[config.mk]
export PLATFORM = sky130hd
export DESIGN_NAME = lfsr_ctrl_flat
export DESIGN_NICKNAME = d
export VERILOG_FILES = /design/src/rtl/lfsr_ctrl_pkg.sv /design/src/rtl/lfsr_ctrl_if.sv /design/src/rtl/lfsr_ctrl_rr_arbiter.sv /design/src/rtl/lfsr_ctrl.sv /design/src/flat_wrapper.sv
export SDC_FILE = /design/constraint.sdc
export NUM_CORES = 1
export LEC_CHECK = 0
export CAP_MARGIN = 25
export CORE_UTILIZATION = 30
export DETAILED_ROUTE_END_ITERATION = 16
export PLACE_DENSITY = 0.57
export SLEW_MARGIN = 20
export SYNTH_ARGS = -nofsm -noshare
export SYNTH_HDL_FRONTEND = slang
export SYNTH_SLANG_ARGS = --single-unit
export TNS_END_PERCENT = 1
[constraint.sdc]
create_clock -name i_clock -period 2.2 [get_ports i_clock]
set_input_delay 0.44 -clock i_clock [delete_from_list [all_inputs] [get_ports i_clock]]
set_output_delay 0.44 -clock i_clock [all_outputs]
set_load 0.03 [all_outputs]
[src/rtl/lfsr_ctrl_pkg.sv]
// lfsr_ctrl_pkg: shared types and constants for the LFSR sequencer.
//   LFSR_W       width of the shared LFSR
//   DEFAULT_SEED power-up seed, also used in place of an all-zero seed
//   state_t      controller state encoding
//   fix_seed()   replaces an all-zero seed with a fallback
package lfsr_ctrl_pkg;

    localparam int LFSR_W = 8;
    localparam logic [LFSR_W-1:0] DEFAULT_SEED = 8'hA5;

    typedef enum logic [2:0] {
        ST_INIT,
        ST_IDLE,
        ST_LOAD,
        ST_RUN,
        ST_DELIVER,
        ST_RECOVER
    } state_t;

    // An all-zero seed would lock the LFSR, so it is never loaded.
    function automatic logic [LFSR_W-1:0] fix_seed(input logic [LFSR_W-1:0] s,
                                                   input logic [LFSR_W-1:0] dflt);
        return (s == '0) ? dflt : s;
    endfunction

endpackage

[src/rtl/lfsr_ctrl_if.sv]
// lfsr_ctrl_if: requester-side bus of the LFSR sequencer.
//   req       per-requester request level
//   grant     one-hot grant
//   rnd_valid one-cycle strobe, rnd_data valid
//   rnd_data  sampled LFSR value (held between strobes)
//   reseed    pulse: capture seed_in for a later reload
//   seed_in   new seed value
// Modports: master = requester side, slave = controller side.
interface lfsr_ctrl_if
    import lfsr_ctrl_pkg::*;
#(
    parameter int NREQ = 4
) ();
    logic [NREQ-1:0]   req;
    logic [NREQ-1:0]   grant;
    logic              rnd_valid;
    logic [LFSR_W-1:0] rnd_data;
    logic              reseed;
    logic [LFSR_W-1:0] seed_in;

    modport master (output req, reseed, seed_in, input grant, rnd_valid, rnd_data);
    modport slave  (input req, reseed, seed_in, output grant, rnd_valid, rnd_data);
endinterface

[src/rtl/lfsr_ctrl_rr_arbiter.sv]
// rr_arbiter: combinational round-robin pick.
//   i_req   request vector
//   i_ptr   index with highest priority this round
//   i_en    when low, no grant is produced
//   o_grant one-hot grant of the first requester at or after i_ptr
//   o_idx   encoded index of o_grant
//   o_found any requester granted
// The pointer register lives in the controller.
module rr_arbiter #(
    parameter int NREQ  = 4,
    parameter int PTR_W = (NREQ > 1) ? $clog2(NREQ) : 1
) (
    input  logic [NREQ-1:0]  i_req,
    input  logic [PTR_W-1:0] i_ptr,
    input  logic             i_en,
    output logic [NREQ-1:0]  o_grant,
    output logic [PTR_W-1:0] o_idx,
    output logic             o_found
);
    // Two passes: positions at/after the pointer first, then the wrapped ones.
    always_comb begin
        o_grant = '0;
        o_idx   = '0;
        o_found = 1'b0;
        if (i_en) begin
            for (int j = 0; j < NREQ; j++) begin
                if (!o_found && i_req[j] && (j >= int'(i_ptr))) begin
                    o_found    = 1'b1;
                    o_grant[j] = 1'b1;
                    o_idx      = PTR_W'(j);
                end
            end
            for (int j = 0; j < NREQ; j++) begin
                if (!o_found && i_req[j] && (j < int'(i_ptr))) begin
                    o_found    = 1'b1;
                    o_grant[j] = 1'b1;
                    o_idx      = PTR_W'(j);
                end
            end
        end
    end
endmodule

[src/rtl/lfsr_ctrl.sv]
// lfsr_ctrl: round-robin sequencer for the shared 8-bit LFSR.
//   i_clock      clock, rising edge
//   i_rst        synchronous active-low reset
//   bus          lfsr_ctrl_if.slave (req/grant/rnd_valid/rnd_data/reseed/seed_in)
//   i_lfsr_q     LFSR state
//   o_lfsr_seed  LFSR seed input
//   o_lfsr_load  LFSR load (1 = load seed)
//   o_lfsr_stp   LFSR stall (1 = hold)
//   o_busy       high whenever the FSM is not in IDLE
// Optional macro LFSR_CTRL_LOCKUP_EN: a zero sample in DELIVER is not
// delivered; the LFSR is reloaded with SEED and the run repeats.
//
//   state   | meaning
//   INIT    | load SEED after reset
//   IDLE    | LFSR stalled; service reseed, else arbitrate
//   LOAD    | load captured seed
//   RUN     | LFSR advances STEPS cycles for the grant holder
//   DELIVER | strobe sample to the grant holder
//   RECOVER | reload SEED after a lockup, then RUN again
module lfsr_ctrl
    import lfsr_ctrl_pkg::*;
#(
    parameter int                NREQ  = 4,
    parameter int                STEPS = 8,
    parameter logic [LFSR_W-1:0] SEED  = DEFAULT_SEED
) (
    input  logic              i_clock,
    input  logic              i_rst,
    lfsr_ctrl_if.slave        bus,
    input  logic [LFSR_W-1:0] i_lfsr_q,
    output logic [LFSR_W-1:0] o_lfsr_seed,
    output logic              o_lfsr_load,
    output logic              o_lfsr_stp,
    output logic              o_busy
);
    localparam int PTR_W = (NREQ > 1) ? $clog2(NREQ) : 1;
    localparam logic [7:0] CNT_INIT = 8'(STEPS - 1);

    state_t            r_state;
    state_t            w_next;
    logic [NREQ-1:0]   r_grant;
    logic [PTR_W-1:0]  r_idx;
    logic [PTR_W-1:0]  r_ptr;
    logic [7:0]        r_cnt;
    logic [LFSR_W-1:0] r_seed;
    logic              r_pend;
    logic [LFSR_W-1:0] r_rnd_data;

    logic [NREQ-1:0]   w_arb_grant;
    logic [PTR_W-1:0]  w_arb_idx;
    logic              w_arb_found;
    logic              w_arb_en;
    logic              w_load;
    logic              w_stp;
    logic [LFSR_W-1:0] w_seed;
    logic              w_valid;
    logic [PTR_W-1:0]  w_ptr_next;

    // Pending reseed outranks requests in IDLE.
    assign w_arb_en   = (r_state == ST_IDLE) && !r_pend;
    assign w_ptr_next = (r_idx == PTR_W'(NREQ - 1)) ? '0 : r_idx + 1'b1;

    rr_arbiter #(
        .NREQ  (NREQ),
        .PTR_W (PTR_W)
    ) u_arb (
        .i_req   (bus.req),
        .i_ptr   (r_ptr),
        .i_en    (w_arb_en),
        .o_grant (w_arb_grant),
        .o_idx   (w_arb_idx),
        .o_found (w_arb_found)
    );

    always_comb begin
        w_next  = r_state;
        w_load  = 1'b0;
        w_stp   = 1'b1;
        w_seed  = SEED;
        w_valid = 1'b0;
        case (r_state)
            ST_INIT: begin
                w_load = 1'b1;
                w_stp  = 1'b0;
                w_next = ST_IDLE;
            end
            ST_IDLE: begin
                if (r_pend)           w_next = ST_LOAD;
                else if (w_arb_found) w_next = ST_RUN;
            end
            ST_LOAD: begin
                w_load = 1'b1;
                w_stp  = 1'b0;
                w_seed = fix_seed(r_seed, SEED);
                w_next = ST_IDLE;
            end
            ST_RUN: begin
                w_stp = 1'b0;
                if (r_cnt == '0) w_next = ST_DELIVER;
            end
            ST_DELIVER: begin
`ifdef LFSR_CTRL_LOCKUP_EN
                if (i_lfsr_q == '0) begin
                    w_next = ST_RECOVER;
                end else begin
                    w_valid = 1'b1;
                    w_next  = ST_IDLE;
                end
`else
                w_valid = 1'b1;
                w_next  = ST_IDLE;
`endif
            end
`ifdef LFSR_CTRL_LOCKUP_EN
            ST_RECOVER: begin
                w_load = 1'b1;
                w_stp  = 1'b0;
                w_next = ST_RUN;
            end
`endif
            default: w_next = ST_INIT;
        endcase
    end

    always_ff @(posedge i_clock) begin
        if (!i_rst) begin
            r_state    <= ST_INIT;
            r_grant    <= '0;
            r_idx      <= '0;
            r_ptr      <= '0;
            r_cnt      <= '0;
            r_seed     <= SEED;
            r_pend     <= 1'b0;
            r_rnd_data <= '0;
        end else begin
            r_state <= w_next;
            // A capture in the LOAD cycle itself stays pending (last capture wins).
            if (bus.reseed) begin
                r_seed <= bus.seed_in;
                r_pend <= 1'b1;
            end else if (r_state == ST_LOAD) begin
                r_pend <= 1'b0;
            end
            if (w_arb_found) begin
                r_grant <= w_arb_grant;
                r_idx   <= w_arb_idx;
                r_cnt   <= CNT_INIT;
            end else if ((r_state == ST_RUN) && (r_cnt != '0)) begin
                r_cnt <= r_cnt - 1'b1;
            end
`ifdef LFSR_CTRL_LOCKUP_EN
            else if (r_state == ST_RECOVER) begin
                r_cnt <= CNT_INIT;
            end
`endif
            if (w_valid) begin
                r_rnd_data <= i_lfsr_q;
                r_grant    <= '0;
                r_ptr      <= w_ptr_next;
            end
        end
    end

    // While reset is held the FSM sits in INIT, but the LFSR must stay
    // stalled and unloaded until reset is released.
    assign o_lfsr_load   = w_load & i_rst;
    assign o_lfsr_stp    = w_stp | ~i_rst;
    assign o_lfsr_seed   = w_seed;
    assign o_busy        = (r_state != ST_IDLE);
    assign bus.grant     = r_grant;
    assign bus.rnd_valid = w_valid;
    // The LFSR is stalled in DELIVER, so its output is stable for the strobe.
    assign bus.rnd_data  = w_valid ? i_lfsr_q : r_rnd_data;

endmodule

[src/flat_wrapper.sv]
// flat-port wrapper written by rule: the top's interface ports become plain ports
module lfsr_ctrl_flat import lfsr_ctrl_pkg::*;
#(
    parameter int                NREQ  = 4,
    parameter int                STEPS = 8,
    parameter logic [LFSR_W-1:0] SEED  = DEFAULT_SEED
)
  (i_clock, i_rst, i_lfsr_q, o_lfsr_seed, o_lfsr_load, o_lfsr_stp, o_busy, bus_req, bus_reseed, bus_seed_in, bus_grant, bus_rnd_valid, bus_rnd_data);
  lfsr_ctrl_if #(.NREQ(NREQ)) bus_i ();
  input  logic i_clock;
  input  logic i_rst;
  input  logic [LFSR_W-1:0] i_lfsr_q;
  output logic [LFSR_W-1:0] o_lfsr_seed;
  output logic o_lfsr_load;
  output logic o_lfsr_stp;
  output logic o_busy;
  input wire logic [$bits(bus_i.req)-1:0] bus_req;
  input wire logic [$bits(bus_i.reseed)-1:0] bus_reseed;
  input wire logic [$bits(bus_i.seed_in)-1:0] bus_seed_in;
  output wire logic [$bits(bus_i.grant)-1:0] bus_grant;
  output wire logic [$bits(bus_i.rnd_valid)-1:0] bus_rnd_valid;
  output wire logic [$bits(bus_i.rnd_data)-1:0] bus_rnd_data;
  assign bus_i.req = bus_req;
  assign bus_i.reseed = bus_reseed;
  assign bus_i.seed_in = bus_seed_in;
  assign bus_grant = bus_i.grant;
  assign bus_rnd_valid = bus_i.rnd_valid;
  assign bus_rnd_data = bus_i.rnd_data;
  lfsr_ctrl #(.NREQ(NREQ), .STEPS(STEPS), .SEED(SEED)) u_core (.i_clock(i_clock), .i_rst(i_rst), .bus(bus_i), .i_lfsr_q(i_lfsr_q), .o_lfsr_seed(o_lfsr_seed), .o_lfsr_load(o_lfsr_load), .o_lfsr_stp(o_lfsr_stp), .o_busy(o_busy));
endmodule
==> impl_metrics.tcl <==
set metrics [dict create \
    status "complete, but fails checks" \
    violations "negative setup slack" \
    cp_common_cell "buf_4" \
    drt_iter0_markers 72 \
    grt-ovfl-total 0 \
    ys_types 38 \
    wl_per_cell_um 11.9 \
    grt_start_max_net_pins 16 \
    ys_seq_area_share_pct 42.0 \
    hold_path.class "flop to flop" \
    slew_headroom_pct 59.7 \
    maxSlewViolCount 0 \
    io_pins 47 \
    worstPathArrival_ns 1.78 \
    antenna_found_initial 0 \
    dp.cells 320 \
    nets 283 \
    setup_violations 4 \
    reg2reg_depth 5 \
    rrSetupSlack_ns 0.27 \
    rsz0062_at_grt "true" \
    dp_hpwl_mm 2.90 \
    yosysTopAreaCellShare_pct 42.0 \
    endpoint "bus_rnd_data[7]" \
    timing.rr.start "u_core.r_state[2]" \
    synth-adder-area-share_pct 2.19 \
    synth-main-ff-cell "dfxtp_1" \
    holdBufCountCts 0 \
    clock-skew-final_ns 0.00551 \
    cts_buffers 5 \
    syn_avg_cell_area_um2 8.93 \
    yosysWarnings 0 \
    die_height_um 77.6 \
    grtUsageTotal_pct 14.3 \
    worstSetupStartpoint "u_core.r_state[1]" \
    drive_gt1_share_pct 23.6 \
    vias 1574 \
    fmax_mhz 451 \
    cts-root-buf "clkbuf_8" \
    cp.depth 5 \
    netlist_top_cells_area "dfxtp_1 (42%), mux2i_1 (5.8%), mux2_2 (5.3%)" \
    p_leak_nw 1.03 \
    synth-seq-cells 36 \
    cts_tree "yes" \
    clock_latency_ns 0.29 \
    final_core_utilization_pct 45.3 \
    maxCapViolations 0 \
    fin_cells 330 \
    start_util_pct 31.2 \
    die-area_um2 6020 \
    grt_pass1_wl_mm 6.89 \
    end_kind "output port" \
    gp_congestion 0.739 \
    firstDrtPassIters 4 \
    critPathBufInv 3 \
    syn_nets 218 \
    synthCells 192 \
    synthMuxAreaShare_pct 11.1 \
    ys_async_sr_fraction_pct 0 \
    required_ns 1.76 \
    cts_buffer_depth 2 \
    synth-compound-area-share_pct 14.5 \
    die_w_um 77.6 \
    wl_mm 3.94 \
    ys_top_cells_by_count "dfxtp_1 (36), nor2_1 (23), a21oi_1 (16)" \
    via_per_inst 4.77 \
    core_region_area_um2 5510 \
    peakVddDrop_v 0.000348 \
    clock_sinks 36 \
    row_count 27 \
    drc_errors 0 \
    synthesis.area_um2 1720 \
    path_clk_slew_ns 0.07 \
    synthXorXnorAreaFrac_pct 1.53 \
    min_period_ns 2.22 \
    max_stage_delay_ns 0.33 \
    path_cells "buf_4, nor3b_4, buf_4, mux2_2, clkdlybuf4s15_2" \
    htreeDepth 2 \
    power_density_nw_per_um2 600 \
    area_growth_pct 45.5 \
    whs_ns 0.460 \
    ant_nets 0 \
    crit_slowest_cell "mux2_2" \
    reg2reg_to "u_core.r_cnt[7]" \
    n_antenna_cell 0 \
    finalPower_mw 1.50 \
    final_hold_viol_count 0 \
    synth_edf_count 0 \
    io_buffers 46 \
    worstMarginPinSlew_ns 0.599 \
    crit_fanout 6 \
    yosysTopAreaCell "dfxtp_1" \
    synth_most_common_cell "dfxtp_1" \
    crit_path_start_kind "flop" \
    path_class "flop to output port" \
    synth_top_family_by_area "simple AND/OR/NAND/NOR gates" \
    fin_ws_ns -0.0156 \
    grt_pass1_vias 1556 \
    finalCritPeriodShare_pct 101 \
    path_delay_family "buffers and inverters" \
    synth-simple-area-share_pct 23.7 \
]
==> registers in the layout, summed over array words and instances (netlist names) <==
signal / cells
u_core.bus.grant: 4
u_core.r_state: 3
u_core.r_seed: 8
u_core.r_pend: 1
u_core.r_cnt: 8
u_core.r_ptr: 2
u_core.r_rnd_data: 8
u_core.r_idx: 2
==> worst min path at each step <==
stage          slack, ns                 from                   to  cells after the start
6_report            0.46  u_core.bus.grant[3]  u_core.bus.grant[3]                      2
3_5_place_dp        0.46  u_core.bus.grant[3]  u_core.bus.grant[3]                      2
2_1_floorplan       0.44      u_core.r_idx[1]      u_core.r_idx[1]                      2
5_1_grt             0.50  u_core.bus.grant[3]  u_core.bus.grant[3]                      2
3_3_place_gp        0.46      u_core.r_idx[1]      u_core.r_idx[1]                      2
4_1_cts             0.47  u_core.bus.grant[3]  u_core.bus.grant[3]                      2
==> timing repair <==
action                                  CTS  global route
gates resized for setup                  38             7
gates cloned                              0             1
pin swaps                                 0             1
buffers inserted                          0             1
endpoints found under the setup margin   16            11
==> area by class of cell <==
type | instances | area, µm²
fillers | 569 | 3010
multi-input cells | 138 | 936
flip-flops and latches | 36 | 722
repair buffers | 66 | 618
well taps | 72 | 90.1
clock buffers | 6 | 82.6
inverters | 10 | 37.5
clock inverters | 2 | 10.0
==> cell families after synthesis <==
| group | after synthesis |
|---|---|
| and+or+nand+nor | 75 |
| adders and majority gates | 3 |
| DFF | 36 |
| xor gates and xnor gates | 3 |
| AOI/OAI and AO/OA | 39 |
| muxes | 18 |
| buffers and inverters | 18 |
==> through the flow <==
stage / setup TNS (ns) / setup WS, ns / area [µm²]
2_1_floorplan: 0 / 0.176 / 1720
3_3_place_gp: -0.339 / -0.121 / 2360
3_5_place_dp: -0.496 / -0.136 / 2360
4_1_cts: -0.0224 / -0.0224 / 2470
5_1_grt: -0.728 / -0.102 / 2500
6_report: -0.0349 / -0.0156 / 2500
==> report_power, final <==
group / total [mW] / leakage (nW) / switching (mW) / internal, mW
clock network: 0.487 / 0.0510 / 0.237 / 0.250
registers: 0.711 / 0.294 / 0.0277 / 0.683
logic: 0.300 / 0.685 / 0.147 / 0.153
==> worst register-to-register path, stage by stage, from the launching register on <==
cell     delay [ns]
dfxtp_1        0.35
buf_4          0.16
or4b_4         0.52
o21ai_1        0.46
nor2_1         0.09
a31o_2         0.25
==> cells in the final DEF (no fill, tap or decap), types with 2 or more instances in the layout <==
master / n
nand2_1: 7
ha_1: 3
buf_6: 2
o211ai_1: 2
mux2i_1: 10
inv_1: 10
and2_1: 12
a211oi_1: 6
dfxtp_1: 35
clkdlybuf4s15_2: 9
buf_4: 22
or3b_2: 2
nor2_1: 23
clkdlybuf4s50_1: 26
a32o_1: 2
a31o_2: 2
nor4_1: 5
xnor2_1: 3
clkinv_2: 2
nand2b_1: 7
or3_1: 2
mux2_2: 7
a21oi_1: 15
o22ai_1: 2
o21ai_0: 4
nor3_1: 7
dlygate4sd2_1: 5
clkbuf_8: 6
==> per-layer routing <==
metal	vias up	part of all wire, %	global-route usage (%)
met2	45	47	22.6
li1	799	-	-
met3	2	8.3	6.47
met1	728	45	17.3
met5	-	0	0
met4	0	0.38	4.53
(Power assumes the default switching activity.)
